`config.mk`:
```
export PLATFORM = sky130hd
export DESIGN_NAME = core_sram_bridge
export DESIGN_NICKNAME = d
export VERILOG_FILES = /design/src/rtl/core_sram_bridge.sv
export SDC_FILE = /design/constraint.sdc
export NUM_CORES = 1
export LEC_CHECK = 0
export ABC_CLOCK_PERIOD_IN_PS = 2600
export CAP_MARGIN = 0
export CORE_AREA = 3 3 73 75
export DETAILED_ROUTE_END_ITERATION = 16
export DIE_AREA = 0 0 76 78
export GPL_ROUTABILITY_DRIVEN = 1
export PLACE_DENSITY_LB_ADDON = 0.3
export SYNTH_ARGS = -nofsm -noshare
export SYNTH_HDL_FRONTEND = slang
export SYNTH_SLANG_ARGS = --single-unit
export TNS_END_PERCENT = 1
```
`constraint.sdc`:
```
create_clock -name clk -period 2.6 [get_ports clk]
set_input_delay 0.52 -clock clk [delete_from_list [all_inputs] [get_ports clk]]
set_output_delay 0.52 -clock clk [all_outputs]
set_load 0.02 [all_outputs]
```
`src/rtl/core_sram_bridge.sv`:
```
// -----------------------------------------------------------------------------
// core_sram_bridge
//
// Slave endpoint for the core req/gnt/rvalid channel. Granted requests inside
// the address window are forwarded to a single-port synchronous SRAM with a
// fixed read latency; requests outside the window are granted locally and
// answered with an error. Exactly one response is returned per grant, strictly
// in grant order, MEM_LATENCY cycles after the grant.
//
// Ports:
//   clk, rst          clock (rising edge), asynchronous active-low reset
//   req/addr/we/be/wdata   core request (held stable by the core until gnt)
//   gnt               request accepted this cycle (combinational)
//   rvalid/rdata/err  in-order response; rdata is 0 for writes and errors
//   mem_req/mem_gnt   SRAM strobe and SRAM arbiter grant
//   mem_addr/mem_we/mem_be/mem_wdata   combinational copies of the request
//   mem_rdata         SRAM read data, MEM_LATENCY cycles after a read strobe
// -----------------------------------------------------------------------------
module core_sram_bridge #(
  parameter int unsigned ADDR_WIDTH      = 32,
  parameter int unsigned DATA_WIDTH      = 32,
  parameter int unsigned BE_WIDTH        = DATA_WIDTH / 8,
  parameter int unsigned MEM_AW          = 12,
  parameter logic [ADDR_WIDTH-1:0] ADDR_BASE = 32'h0000_0000,
  parameter int unsigned MEM_LATENCY     = 1,
  parameter int unsigned MAX_OUTSTANDING = 2
) (
  input  logic                  clk,
  input  logic                  rst,
  input  logic                  req,
  input  logic [ADDR_WIDTH-1:0] addr,
  input  logic                  we,
  input  logic [BE_WIDTH-1:0]   be,
  input  logic [DATA_WIDTH-1:0] wdata,
  output logic                  gnt,
  output logic                  rvalid,
  output logic [DATA_WIDTH-1:0] rdata,
  output logic                  err,
  output logic                  mem_req,
  input  logic                  mem_gnt,
  output logic [MEM_AW-1:0]     mem_addr,
  output logic                  mem_we,
  output logic [BE_WIDTH-1:0]   mem_be,
  output logic [DATA_WIDTH-1:0] mem_wdata,
  input  logic [DATA_WIDTH-1:0] mem_rdata
);

  localparam int unsigned CNT_W = $clog2(MAX_OUTSTANDING + 1);
  localparam logic [CNT_W-1:0] MAX_CNT = CNT_W'(MAX_OUTSTANDING);
  // Clears the in-window offset bits; what remains must equal the base.
  localparam logic [ADDR_WIDTH-1:0] WIN_MASK =
    ~((ADDR_WIDTH'(1) << (MEM_AW + 2)) - ADDR_WIDTH'(1));

  typedef struct packed {
    logic valid;
    logic is_read;
    logic err;
  } resp_t;

  resp_t            pipe [MEM_LATENCY];
  resp_t            last;
  logic [CNT_W-1:0] cnt;
  logic [CNT_W-1:0] cnt_next;
  logic             in_win;
  logic             room;

  assign last   = pipe[MEM_LATENCY-1];
  assign in_win = (addr & WIN_MASK) == ADDR_BASE;
  // A response leaving this cycle frees its slot for a grant in the same cycle.
  assign room   = (cnt < MAX_CNT) || last.valid;

  // Reset gates the handshake outputs so nothing is accepted while held.
  assign gnt     = rst & req & room & (mem_gnt | ~in_win);
  assign mem_req = rst & req & room & in_win;

  assign mem_addr  = addr[MEM_AW+1:2];
  assign mem_we    = we;
  assign mem_be    = be;
  assign mem_wdata = wdata;

  assign rvalid = last.valid;
  assign err    = last.valid & last.err;
  assign rdata  = (last.valid && last.is_read && !last.err) ? mem_rdata : '0;

  // Response pipeline: stage 0 captures each grant, stages shift every cycle
  // so the final stage lines up with the SRAM read data.
  // NOTE: the pipeline is only a few flops, so every field is reset, not just
  // the valid bits; sequential state is always assigned with <= so all stages
  // see the pre-edge values of their neighbours.
  always_ff @(posedge clk or negedge rst) begin
    if (!rst) begin
      for (int i = 0; i < MEM_LATENCY; i++) pipe[i] <= '0;
    end else begin
      pipe[0] <= '{valid: gnt, is_read: ~we, err: ~in_win};
      for (int i = 1; i < MEM_LATENCY; i++) pipe[i] <= pipe[i-1];
    end
  end

  // NOTE: cnt_next gets its default first so no path leaves it unassigned,
  // which would otherwise infer a latch.
  always_comb begin
    cnt_next = cnt;
    if (gnt && !last.valid)      cnt_next = cnt + CNT_W'(1);
    else if (!gnt && last.valid) cnt_next = cnt - CNT_W'(1);
  end

  always_ff @(posedge clk or negedge rst) begin
    if (!rst) cnt <= '0;
    else      cnt <= cnt_next;
  end

endmodule

```
Word level (Yosys, flattened, before mapping) --
Index checks and enable logic that the tools add are counted.
Word-level totals: bits in registers 5, word-level logic and storage cells 28, output and inout port bits 85, input bits 105
Cells by class: reductions and logical operators 10, bitwise operators 8, muxes and demuxes 3, order comparisons 1, add/sub/neg operators 2
Operator list (number):
- $logic_not 32->1 | 1
- $mux 32 | 1
- $and 1x1->1 | 5
- $logic_and 1x1->1 | 4
- $mux 2 | 2
- $logic_not 1->1 | 3
- $add 2x1->2 const B | 1
- $lt 2x2->1 const B | 1
- $not 1->1 | 2
- $reduce_bool 2->1 | 1
- $sub 2x1->2 const B | 1
- $logic_or 1x1->1 | 1
- $or 1x1->1 | 1

Depth between registers and ports, before layout --
depth in word-level cells 8, depth in mapped cells 7, mapped depth without buffers 7

Least setup slack after synthesis --
Ideal clock, no wire load.
path type in2out, start point in addr[19], end point out mem_req, setup slack 640 ps, arrival 1440 ps, stages on the path 3, required time 2080 ps, path buffers 0, cell sequence nor4_1 -> nand3_1 -> nor3b_1
On the way: cells in the longest elaborated chain, start to end 2
Ends and longest elaborated chain:
- start, declared | line 31 | input logic [ADDR_WIDTH-1:0] addr,
- $logic_not 32->1 | line 68 | assign in_win = (addr & WIN_MASK) == ADDR_BASE;
- $and 1x1->1 | line 74 | assign mem_req = rst & req & room & in_win;
- end, declared | line 39 | output logic mem_req,
Every way passes these cells.

Final worst setup path --
start point in addr[19], end point out gnt
On the way: cells in the longest elaborated chain, start to end 4
Ends and longest elaborated chain:
- $logic_not 32->1 | line 68
- $not 1->1 | line 73 | assign gnt = rst & req & room & (mem_gnt | ~in_win);
- $or 1x1->1 | line 73
- $and 1x1->1 | line 73
- end, declared | line 35 | output logic gnt,
Every way passes these cells.

==> results.txt <==
Worst-Margin Slew = 268 ps
Vias = 854
Max-Cap Viols = 0
Final Worst Setup Slack = 98.4 ps
Critical-path cell list = clkdlybuf4s50_1 > nor4_1 > nand3_1 > o31a_1 > dlygate4sd2_1
CTS max path bufs = 2
Placed instance count = 219
Initial detailed-routing violation count = 9
CTS sink cnt = 5
Minimum clock period after layout = 2500 ps
Power density cells = 271 mW/mm²
Reg clk slew, reported paths = 30 ps
Minimum setup slack after placement = -157 ps
Worst skew pair latency = 220 ps
Total power = 0.417 mW
Multi-input gate area = 347 µm²
Aggregate global routing overflow = 0
Setup bufs post-CTS = 0
Chip height = 78 µm
Synth Register Bits = 5
Final Instance Count excl. Fillers = 223
Worst R2R Start = rvalid
Gr usage total = 8.39%
Number of buffers created by CTS = 3
CTS tree = built
Remaining DRCs = 0
Ports = 190
Worst Path Arrival = 1980 ps
Max Fclk = 400 MHz
DPL Wire Length = 2320 µm
Hold Crit Start = cnt[1]
Final Hold Fails = 0
Delay of the slowest critical-path stage = 400 ps
Hold WC Path Type = flop to flop
Period Utilization, post-route = 96.2%
IO Port Bufs = 91
Slew Limit Fails = 0
Commonest non-fill, non-tap cell in the layout = clkdlybuf4s50_1
Initial antenna violation count = 0
Layout Nets = 263
Register area share after synthesis = 14.2%
DRT Wirelength = 2580 µm
Synth warn = 0
Full die area = 0.00593 mm²
Synthesized area = 881 µm²
DR WL/cell = 11.6 µm
Vias in the first global route = 882
First-pass GRT wire length = 4060 µm
Final setup viols = 0
Outcome = finished, final reports clean
# H-tree levels = 1
Root Buffer = clkbuf_8
Post-DRT Antenna Nets = 0
Post-synthesis cell type count = 19
Via density = 3.83
Syn avg cell area = 8.01 µm²
VDD IR-drop max = 0.000136 V
CP Max Fanout = 3
RSZ-0062 raised after global routing = false
Site row count = 25
CP max-delay cell = clkdlybuf4s50_1
Inserted Diodes = 0
Layout cells sized above 1 = 10.3%
Final GP Congestion = 0.719
Reg area = 125 µm²
Crit path kind = primary input to primary output
Fillers = 493
Worst slew margin = 81.9%
Largest net degree at the start of global routing = 33
Synthesis-to-layout area growth = 74.7%
Commonest non-fill, non-tap cells in the layout = clkdlybuf4s50_1 (89), and2_1 (25), and2_2 (8)
Startpoint types = primary input
Final setup TNS = 0 ps
Mapped Nets = 216
CP Capture Type = primary output
Clock Skew = 1.23 ps
CP required = 2080 ps
Post-Syn Instances = 110
First drt pass iteration count = 2
Initial Util = 18.6%
Core box area = 0.00472 mm²
Critical Path Start = addr[19]
Chip Width = 76 µm
Pleak = 0.597 nW
cell usage after synthesis (all sizes together):
cell type  number  area share (%)
nor2            2            0.85
xor2            2             2.0
and2           33              25
buf            52              46
o31a            1            0.99
inv             2            0.85
xnor2           1            0.99
nor3b           2             3.0
nand3           1            0.57
nand2           2            0.85
nor4            4             2.8
dfrtp           5              14
ha              1             1.4
or2             1            0.71
a21oi           1            0.57
routing by layer:
layer  GRT usage (%)  wire length, µm  share of wire, %
met2            13.8             1130                44
met4            3.44               59               2.3
met5               0                0                 0
met1            8.36              942                36
met3            5.57              451                17
state kept, by name, summed over array words and instances, names as in the netlist:
signal	count
rvalid	1
last	2
cnt	2
critical path: cells and delay by family:
kind                   cells  cell delay, ps
AOI/OAI and AO/OA          1             270
buffers and inverters      2             720
and+or+nand+nor            2             470
through the flow:
stage / area [µm²] / hold slack, ps / utilization [%]
finish: 1540 / 467 / 32.6
global route: 1540 / 521 / 32.6
CTS: 1540 / 472 / 32.6
detailed placement: 1500 / 461 / 31.7
global placement: 1500 / 463 / 31.7
floorplan: 881 / 224 / -
report_power, final:
| group | total (mW) | internal (mW) | switching (mW) |
|---|---|---|---|
| registers | 0.114 | 0.0988 | 0.0155 |
| clock network | 0.140 | 0.105 | 0.0352 |
| logic | 0.163 | 0.114 | 0.0484 |
path summary, 6_finish.rpt:
kind                       endpoint  slack [ps]  cells past startpoint
max                             gnt         100                      5
min                          cnt[1]         470                      1
max reg2reg                  cnt[1]        1070                      8
min reg2reg                  cnt[1]         470                      1
max in group asynchronous   last[0]        1900                      2
min in group asynchronous    cnt[1]         600                      2
what timing repair did:
action / 4_1_cts / 5_1_grt
endpoints found under the setup margin: 2 / 0
gates resized for setup: 2 / 0
hold buffers: 0 / 0
cell type report:
cell class                      count  area share (%)
Multi-Input combinational cell     51            22.5
Timing Repair Buffer               94            60.5
Inverter                            2           0.488
Sequential cell                     5            8.13
Tap cell                           67            5.45
Clock buffer                        4            2.93
cells by family (layout without fill, tap and decap cells):
logic type                 count (synthesis)  after routing  share of synthesized area (%)
buffers and inverters                     54            100                           46.4
xor gates and xnor gates                   3              3                           2.98
adders and majority gates                  1              1                           1.42
DFF                                        5              5                           14.2
and+or+nand+nor                           45             45                           33.4
AOI/OAI and AO/OA                          2              2                           1.56
Note: power is estimated with default switching activity, not from simulation.
